## config.mk

```make
export PLATFORM = sky130hd
export DESIGN_NAME = surf_id_ctrl_flat
export DESIGN_NICKNAME = d
export VERILOG_FILES = /design/src/rtl/surf_id_ctrl_pkg.sv /design/src/rtl/surf_id_ctrl_if.sv /design/src/rtl/surf_id_ctrl_sat_event_counter.sv /design/src/rtl/surf_id_ctrl.sv /design/src/flat_wrapper.sv
export SDC_FILE = /design/constraint.sdc
export NUM_CORES = 1
export LEC_CHECK = 0
export CORE_MARGIN = 4
export CORE_UTILIZATION = 30
export CTS_BUF_LIST = sky130_fd_sc_hd__clkbuf_4
export CTS_CLUSTER_DIAMETER = 80
export CTS_CLUSTER_SIZE = 8
export DETAILED_ROUTE_END_ITERATION = 12
export GPL_TIMING_DRIVEN = 0
export PLACE_DENSITY = 0.47
export SYNTH_ARGS = -nofsm -noshare
export SYNTH_HDL_FRONTEND = slang
export SYNTH_HIERARCHICAL = 1
export SYNTH_SLANG_ARGS = --single-unit
```

## constraint.sdc

```tcl
create_clock -name wb_clk_i -period 3.5 [get_ports wb_clk_i]
set_input_delay 0.7 -clock wb_clk_i [delete_from_list [all_inputs] [get_ports wb_clk_i]]
set_output_delay 0.7 -clock wb_clk_i [all_outputs]
set_load 0.005 [all_outputs]
```

## src/rtl/surf_id_ctrl_pkg.sv

```systemverilog
// Shared constants for the SURF identification/control register bank:
// word offsets on wb_adr_i[4:2], STATUS field positions, and the event count width.
package surf_id_ctrl_pkg;

  localparam logic [2:0] ADDR_IDENT       = 3'd0;
  localparam logic [2:0] ADDR_DATEVERSION = 3'd1;
  localparam logic [2:0] ADDR_CONTROL     = 3'd2;
  localparam logic [2:0] ADDR_SCRATCH     = 3'd3;
  localparam logic [2:0] ADDR_UPTIME_LO   = 3'd4;
  localparam logic [2:0] ADDR_UPTIME_HI   = 3'd5;
  localparam logic [2:0] ADDR_STATUS      = 3'd6;
  localparam logic [2:0] ADDR_PULSE       = 3'd7;

  localparam int STATUS_FLAG_BIT = 0;
  localparam int STATUS_CNT_LSB  = 8;
  localparam int CNT_W           = 8;

endpackage

```

## src/rtl/surf_id_ctrl_if.sv

```systemverilog
// WISHBONE slave bus as seen by the board-manager master: strobe/address/data
// from the master, registered ack and read data back.
interface surf_id_ctrl_if;
  logic        cyc;
  logic        stb;
  logic        we;
  logic [3:0]  sel;
  logic [21:0] adr;
  logic [31:0] dat_w;
  logic [31:0] dat_r;
  logic        ack;

  modport master (output cyc, stb, we, sel, adr, dat_w, input dat_r, ack);
  modport slave  (input cyc, stb, we, sel, adr, dat_w, output dat_r, ack);
endinterface

```

## src/rtl/surf_id_ctrl_sat_event_counter.sv

```systemverilog
// Sticky event flag plus saturating event count; a coincident event beats a clear.
module sat_event_counter
  import surf_id_ctrl_pkg::*;
(
  input  logic             clk_i,
  input  logic             rst_i,
  input  logic             event_i,
  input  logic             clr_i,
  output logic             flag_o,
  output logic [CNT_W-1:0] count_o
);

  logic             flag_q, flag_d;
  logic [CNT_W-1:0] count_q, count_d;

  always_comb begin
    flag_d  = flag_q;
    count_d = count_q;
    if (event_i) begin
      flag_d = 1'b1;
      if (clr_i)
        count_d = CNT_W'(1);
      else if (count_q != {CNT_W{1'b1}})
        count_d = count_q + CNT_W'(1);
    end else if (clr_i) begin
      flag_d  = 1'b0;
      count_d = '0;
    end
  end

  always_ff @(posedge clk_i) begin
    if (rst_i) begin
      flag_q  <= 1'b0;
      count_q <= '0;
    end else begin
      flag_q  <= flag_d;
      count_q <= count_d;
    end
  end

  assign flag_o  = flag_q;
  assign count_o = count_q;

endmodule

```

## src/rtl/surf_id_ctrl.sv

```systemverilog
// SURF ID/control register bank: ident/version words, control, scratch,
// coherent 64-bit uptime, sticky event status and write-triggered pulses.
module surf_id_ctrl
  import surf_id_ctrl_pkg::*;
#(
  parameter logic [31:0] IDENT       = "SURF",
  parameter logic [31:0] DATEVERSION = 32'h0
) (
  input  logic               wb_clk_i,
  input  logic               wb_rst_i,
  surf_id_ctrl_if.slave      wb,
  input  logic               event_i,
  output logic [7:0]         ctrl_o,
  output logic [7:0]         pulse_o
);

  logic        ack_q;
  logic [31:0] dat_q, dat_d;
  logic [7:0]  ctrl_q, ctrl_d;
  logic [31:0] scratch_q, scratch_d;
  logic [7:0]  pulse_q, pulse_d;
  logic [63:0] uptime_q;
  logic [31:0] hi_shadow_q, hi_shadow_d;

  logic             access;
  logic             wr;
  logic [2:0]       widx;
  logic             status_clr;
  logic             ev_flag;
  logic [CNT_W-1:0] ev_count;
  logic [31:0]      rdata;
  logic             unused_adr;

  assign access     = wb.cyc & wb.stb & ~ack_q;
  assign wr         = access & wb.we;
  assign widx       = wb.adr[4:2];
  assign unused_adr = ^{wb.adr[21:5], wb.adr[1:0]};
  assign status_clr = wr & (widx == ADDR_STATUS) & wb.sel[0] & wb.dat_w[STATUS_FLAG_BIT];

  sat_event_counter u_evcnt (
    .clk_i   (wb_clk_i),
    .rst_i   (wb_rst_i),
    .event_i (event_i),
    .clr_i   (status_clr),
    .flag_o  (ev_flag),
    .count_o (ev_count)
  );

  always_comb begin
    rdata = '0;
    unique case (widx)
      ADDR_IDENT:       rdata = IDENT;
      ADDR_DATEVERSION: rdata = DATEVERSION;
      ADDR_CONTROL:     rdata = {24'h0, ctrl_q};
      ADDR_SCRATCH:     rdata = scratch_q;
      ADDR_UPTIME_LO:   rdata = uptime_q[31:0];
      ADDR_UPTIME_HI:   rdata = hi_shadow_q;
      ADDR_STATUS: begin
        rdata[STATUS_FLAG_BIT]                     = ev_flag;
        rdata[STATUS_CNT_LSB +: CNT_W]             = ev_count;
      end
      default:          rdata = '0;
    endcase
  end

  always_comb begin
    dat_d       = dat_q;
    ctrl_d      = ctrl_q;
    scratch_d   = scratch_q;
    pulse_d     = '0;
    hi_shadow_d = hi_shadow_q;
    if (access) begin
      if (wb.we) begin
        dat_d = '0;
        if (widx == ADDR_CONTROL && wb.sel[0])
          ctrl_d = wb.dat_w[7:0];
        if (widx == ADDR_SCRATCH)
          for (int b = 0; b < 4; b++)
            if (wb.sel[b]) scratch_d[8*b +: 8] = wb.dat_w[8*b +: 8];
        if (widx == ADDR_PULSE && wb.sel[0])
          pulse_d = wb.dat_w[7:0];
      end else begin
        dat_d = rdata;
        // Latch the upper word alongside the lower so a later HI read is coherent
        if (widx == ADDR_UPTIME_LO)
          hi_shadow_d = uptime_q[63:32];
      end
    end
  end

  always_ff @(posedge wb_clk_i) begin
    if (wb_rst_i) begin
      ack_q       <= 1'b0;
      dat_q       <= '0;
      ctrl_q      <= '0;
      scratch_q   <= '0;
      pulse_q     <= '0;
      uptime_q    <= '0;
      hi_shadow_q <= '0;
    end else begin
      ack_q       <= access;
      dat_q       <= dat_d;
      ctrl_q      <= ctrl_d;
      scratch_q   <= scratch_d;
      pulse_q     <= pulse_d;
      uptime_q    <= uptime_q + 64'd1;
      hi_shadow_q <= hi_shadow_d;
    end
  end

  assign wb.ack   = ack_q;
  assign wb.dat_r = dat_q;
  assign ctrl_o   = ctrl_q;
  assign pulse_o  = pulse_q;

endmodule

```

## src/flat_wrapper.sv

```systemverilog
// flat-port wrapper written by rule: the top's interface ports become plain ports
module surf_id_ctrl_flat import surf_id_ctrl_pkg::*;
#(
  parameter logic [31:0] IDENT       = "    ",
  parameter logic [31:0] DATEVERSION = 32'h0
)
  (wb_clk_i, wb_rst_i, event_i, ctrl_o, pulse_o, wb_cyc, wb_stb, wb_we, wb_sel, wb_adr, wb_dat_w, wb_dat_r, wb_ack);
  surf_id_ctrl_if wb_i ();
  input  logic wb_clk_i;
  input  logic wb_rst_i;
  input  logic event_i;
  output logic [7:0] ctrl_o;
  output logic [7:0] pulse_o;
  input wire logic [$bits(wb_i.cyc)-1:0] wb_cyc;
  input wire logic [$bits(wb_i.stb)-1:0] wb_stb;
  input wire logic [$bits(wb_i.we)-1:0] wb_we;
  input wire logic [$bits(wb_i.sel)-1:0] wb_sel;
  input wire logic [$bits(wb_i.adr)-1:0] wb_adr;
  input wire logic [$bits(wb_i.dat_w)-1:0] wb_dat_w;
  output wire logic [$bits(wb_i.dat_r)-1:0] wb_dat_r;
  output wire logic [$bits(wb_i.ack)-1:0] wb_ack;
  assign wb_i.cyc = wb_cyc;
  assign wb_i.stb = wb_stb;
  assign wb_i.we = wb_we;
  assign wb_i.sel = wb_sel;
  assign wb_i.adr = wb_adr;
  assign wb_i.dat_w = wb_dat_w;
  assign wb_dat_r = wb_i.dat_r;
  assign wb_ack = wb_i.ack;
  surf_id_ctrl #(.IDENT(IDENT), .DATEVERSION(DATEVERSION)) u_core (.wb_clk_i(wb_clk_i), .wb_rst_i(wb_rst_i), .wb(wb_i), .event_i(event_i), .ctrl_o(ctrl_o), .pulse_o(pulse_o));
endmodule
```

# == After elaboration in Yosys (flattened, before gate mapping) ==
# Cells that the tools add are included.
# word_totals
latchBits,0
register_bits,186
rom_bits,0
output_inout_bits,49
ramBits,0
word_cells,55
memories,0
input_bits,64
# op_classes
addsub,2
n_div,0
n_mul,0
magnitude_cmp,0
shifts,0
bitwise_logic,10
reduce_logical,13
n_mux,11
eq_ne,7
# ops
cell,count
$add 64x1->64 const B,1
$pmux 16 s4,1
$pmux 8 s5,1
$pmux 7 s5,1
$mux 32,1
$mux 8,4
$reduce_and 4->1,4
$eq 3x3->1 const B,4
$add 8x1->8 const B,1
$ne 8x8->1 const B,1
$and 1x1->1,6
$eq 3x2->1 const B,2
$reduce_and 3->1,2
$pmux 1 s5,1
$not 1->1,4
$reduce_bool 2->1,2
$reduce_or 4->1,1
$logic_not 3->1,1
$logic_and 1x1->1,2
$mux 1,2
$reduce_and 2->1,1

# == Logic depth before layout (Yosys ltp) ==
# logic_depth
word_depth,8
mapped_depth,8
mapped_depth_nobuf,6

# == By module ==
# Netlist, hierarchy kept.
# by_module_without_submodules
module,seq_area_each_um2,cells_per_inst,n_inst,area_each_um2
surf_id_ctrl,3543.4,952,1,7743.7
sat_event_counter,180.2,55,1,466.7

# == Worst setup path after synthesis ==
# OpenSTA, ideal clock, no wires.
# synth_path
kind,in2reg
startpoint,input port wb_adr[4]
endpoint,register u_core.dat_q[10] (netlist: u_core/wb.dat_r[10])
setup_slack_ns,0.974
setup_time_ns,0.070
required_time_ns,3.430
arrival_ns,2.455
path_stages,7
path_buffers,2
path_cell_list,clkbuf_1 nor2b_1 clkbuf_1 nor3_1 a2111oi_1 o21ai_0 a21oi_1
# synth_between
elab_chain_cells,3
elab_cells_between_ends,7
classes_between,4 x eq/ne; 2 x mux; 1 x reduce/logical
# synth_rtl
item,line_no,source
"start, declared",flat_wrapper.sv:18,input wire logic [$bits(wb_i.adr)-1:0] wb_adr;
$eq 3x3->1 (tied with other cells),surf_id_ctrl.sv:51,unique case (widx)
$pmux 8 s5 *,surf_id_ctrl.sv:51,
$mux 32 *,surf_id_ctrl.sv:73,if (wb.we) begin
"end signal, assigned",surf_id_ctrl.sv:102,dat_q <= dat_d;
"end, declared",surf_id_ctrl.sv:18,"logic [31:0] dat_q, dat_d;"
# Every way passes the cells marked *; elsewhere a longest branch is shown, timed or not.
# A chain may end at the register's enable or synchronous reset.

# == Final worst setup path ==
# layout_path
startpoint,input port wb_adr[4]
endpoint,register u_core.dat_q[12] (netlist: u_core/wb.dat_r[12])
# The elaborated chain is that of the path after synthesis.

==> impl_metrics.yaml <==
critical_path:
  cp-end-kind: "flop"
  start_kind: "primary input"
  cpPeakStageDelay_ns: 0.89
  cp_max_fo: 10
  cp_slowest_cell: "a2111oi_2"
  worstPathRequired_ns: 4.00
  crit_chain: "clkdlybuf4s50_1, clkbuf_1, nor2b_1, clkbuf_1, nor3_1, a2111oi_2, o21ai_0, a21oi_1"
  crit_type: "in2reg"
  crit_family: "compound AO/OA/AOI/OAI gates"
  cp_common_cell: "clkbuf_1"
  cp.arrival_ns: 3.70
  cp_num_buf_inv: 3
placed_design:
  place_inst: 1435
  placed_area_um2: 9518
  pre_cts_slack_ns: -0.2205
  place.port_buffers: 87
  dp_hpwl_mm: 20.49
  gp_congestion: 0.8391
logic_synthesis:
  ys.flop_type: "dfxtp_1"
  seq_area_frac_synth_pct: 45.35
  synth_nets: 1074
  synth_cell_type_count: 59
  synth.avg_cell_area_um2: 8.153
  yosysMostFrequentCell: "dfxtp_1"
  synth_area_leaders: "dfxtp_1 45%, nand2_1 7.2%, a21oi_1 6.8%"
  synth_top_area_share_pct: 45.35
  synth_commonest_cells: "186 x dfxtp_1, 157 x nand2_1, 111 x a21oi_1"
  ys_warn_count: 6
  synth_area_um2: 8210
  synth_top_area_cell: "dfxtp_1"
  synth-seq-cells: 186
  synth_edf_count: 0
  async_flop_share_pct: 0
  syn_inst: 1007
pwr:
  peakVddDrop_mv: 0.1479
  p_seq_share_pct: 59.9
  p_int_uw: 2595
  swShare_pct: 27.24
  clkPwrFrac_pct: 33.9
  p_sw_uw: 971.4
  comb_power_share_pct: 6.2
  leakage_uw: 0.002980
  p_per_area_nw_per_um2: 363.8
cts:
  cts_resized: 0
  cts_tree: "yes"
  path_clk_slew_ns: 0.15
  insertion_delay_ns: 0.57
  cts_root_buf: "clkbuf_4"
  cts_inserted_buffers: 17
  post_cts_buffers: 0
  clock_sinks: 186
  h-tree-depth: 4
  ctsLongestPathBuffers: 2
  cts_hold_buf: 0
sta:
  skew_ns: 0.03477
  min_period_ns: 3.198
  rsz0062_at_grt: "false"
  maxSlewViolCount: 0
  post-route-period-util_pct: 91.37
  finalHoldViolCount: 0
  relSlewSlack_pct: 24.33
  setup_ws_ns: 0.3020
  setup-violations-final: 0
  max_freq_mhz: 312.7
  worst_slew_pin_slew_ns: 1.125
detailed_routing:
  wire_per_inst_um: 18.46
  wirelength_mm: 27.09
  drc: 0
  dr_total_vias: 7590
  ant_nets: 0
  avgViaCountPerCell: 5.170
  dr.pass1.iters: 5
  drt-initial-drc-count: 616
finish:
  stdcell_count: 1468
  synthToLayoutAreaGrowth_pct: 19.40
  fin_area_um2: 9803
  post_route_cells_drive_above_1_share_pct: 4.263
  final_net_count: 1180
grt:
  grt_max_degree: 18
  grt_usage_pct: 17.59
  antenna_found_initial: 1
  grt_pass1_vias: 7105
  grt_pass1_wl_mm: 42.14
  grt_overflow: 0
die:
  ios: 113
  initial_core_util_pct: 30.46
  die_x_um: 173.4
  rows: 60
  die_h_um: 173.4
  core_um2: 26950
  dieArea_um2: 30080
run_status:
  outcome: "completed"
run:
  cap_violations: 0
hold_path:
  hp-class: "reg2reg"
## layout by cell type (no fill, tap or decap), types with 5 or more instances in the layout
cell	n
inv_1	15
a22oi_1	30
or3_1	27
clkinvlp_4	6
nor3_1	7
nor4_1	16
o22ai_1	7
a21oi_1	111
o21ai_0	48
nor2b_1	6
mux2i_1	45
nand4_1	30
clkdlybuf4s50_1	87
nor2_1	96
or4_1	7
dfxtp_1	186
clkbuf_1	55
xnor2_1	19
xor2_1	13
nand3_1	50
and4_1	6
and2_1	13
clkbuf_4	19
nand2_1	157
and3_1	5
## final cells by class
type	instances	area [um^2]
tap	341	426.7
inverter	16	60.06
fill	2818	17150
antenna	1	2.502
buffer	61	245.2
clock inverter	13	140.1
sequential	186	3724
clock buffer	19	142.6
multi-input combinational	744	4192
timing repair buffer	87	870.8
## state kept, by name, indices dropped and copies added, names as in the netlist
signal                  cells
u_core/ctrl_o               8
u_core/hi_shadow_q         32
u_core/wb.dat_r            32
u_core/u_evcnt/flag_o       1
u_core/scratch_q           32
u_core/u_evcnt/count_o      8
u_core/wb.ack               1
u_core/uptime_q            64
u_core/pulse_o              8
## worst reg2reg max path, cell delays in order, from the launching register on
cell and delay (ns):
dfxtp_1 0.49, nand4_1 0.35, nor4_1 0.85, nand3_1 0.52, clkbuf_1 0.37, o41ai_1 0.32
a21oi_1 0.10
## layer usage
| metal | global-route usage (%) | routed length, um |
|---|---|---|
| met3 | 3.010 | 1107 |
| met4 | 3.658 | 276 |
| met1 | 25.66 | 13380 |
| met5 | 0 | 0 |
| met2 | 27.39 | 12330 |
## logic make-up after synthesis
logic type / after synthesis / synth area share, %
compound gates: 221 / 15.54
fa+ha+maj: 3 / 0.4572
xor+xnor: 32 / 3.414
mux: 45 / 5.486
buf+inv: 77 / 3.718
flops: 186 / 45.35
simple gates: 443 / 26.03
## worst paths after layout
| check | slack (ns) | to | from | depth (start not counted) |
|---|---|---|---|---|
| setup / recovery | 0.30 | u_core/wb.dat_r[12] | wb_adr[4] | 8 |
| hold / removal | 0.47 | u_core/hi_shadow_q[11] | u_core/hi_shadow_q[11] | 2 |
| setup reg to reg | 0.39 | u_core/uptime_q[44] | u_core/uptime_q[10] | 6 |
| hold reg to reg | 0.47 | u_core/hi_shadow_q[11] | u_core/hi_shadow_q[11] | 2 |
## per-stage QoR
stage	setup TNS (ns)	power (uW)	util, %	hold WS [ns]
after CTS	0	3615	36.36	0.4632
after global routing	0	3720	36.37	0.4793
after detailed placement	-0.8181	2401	35.32	0.4483
after floorplan	0	2287	-	0.4360
final	0	3567	36.37	0.4671
after global placement	-4.391	2402	35.28	0.4414
## power groups by stage
stage                     registers, uW  logic [uW]  clock network, uW
after global routing               2140         236               1340
after CTS                          2140         220               1260
after global placement             2180         220                  0
final                              2140         220               1210
after detailed placement           2180         219                  0
after floorplan                    2180         108                  0
Power figures use the tool's default switching activity.
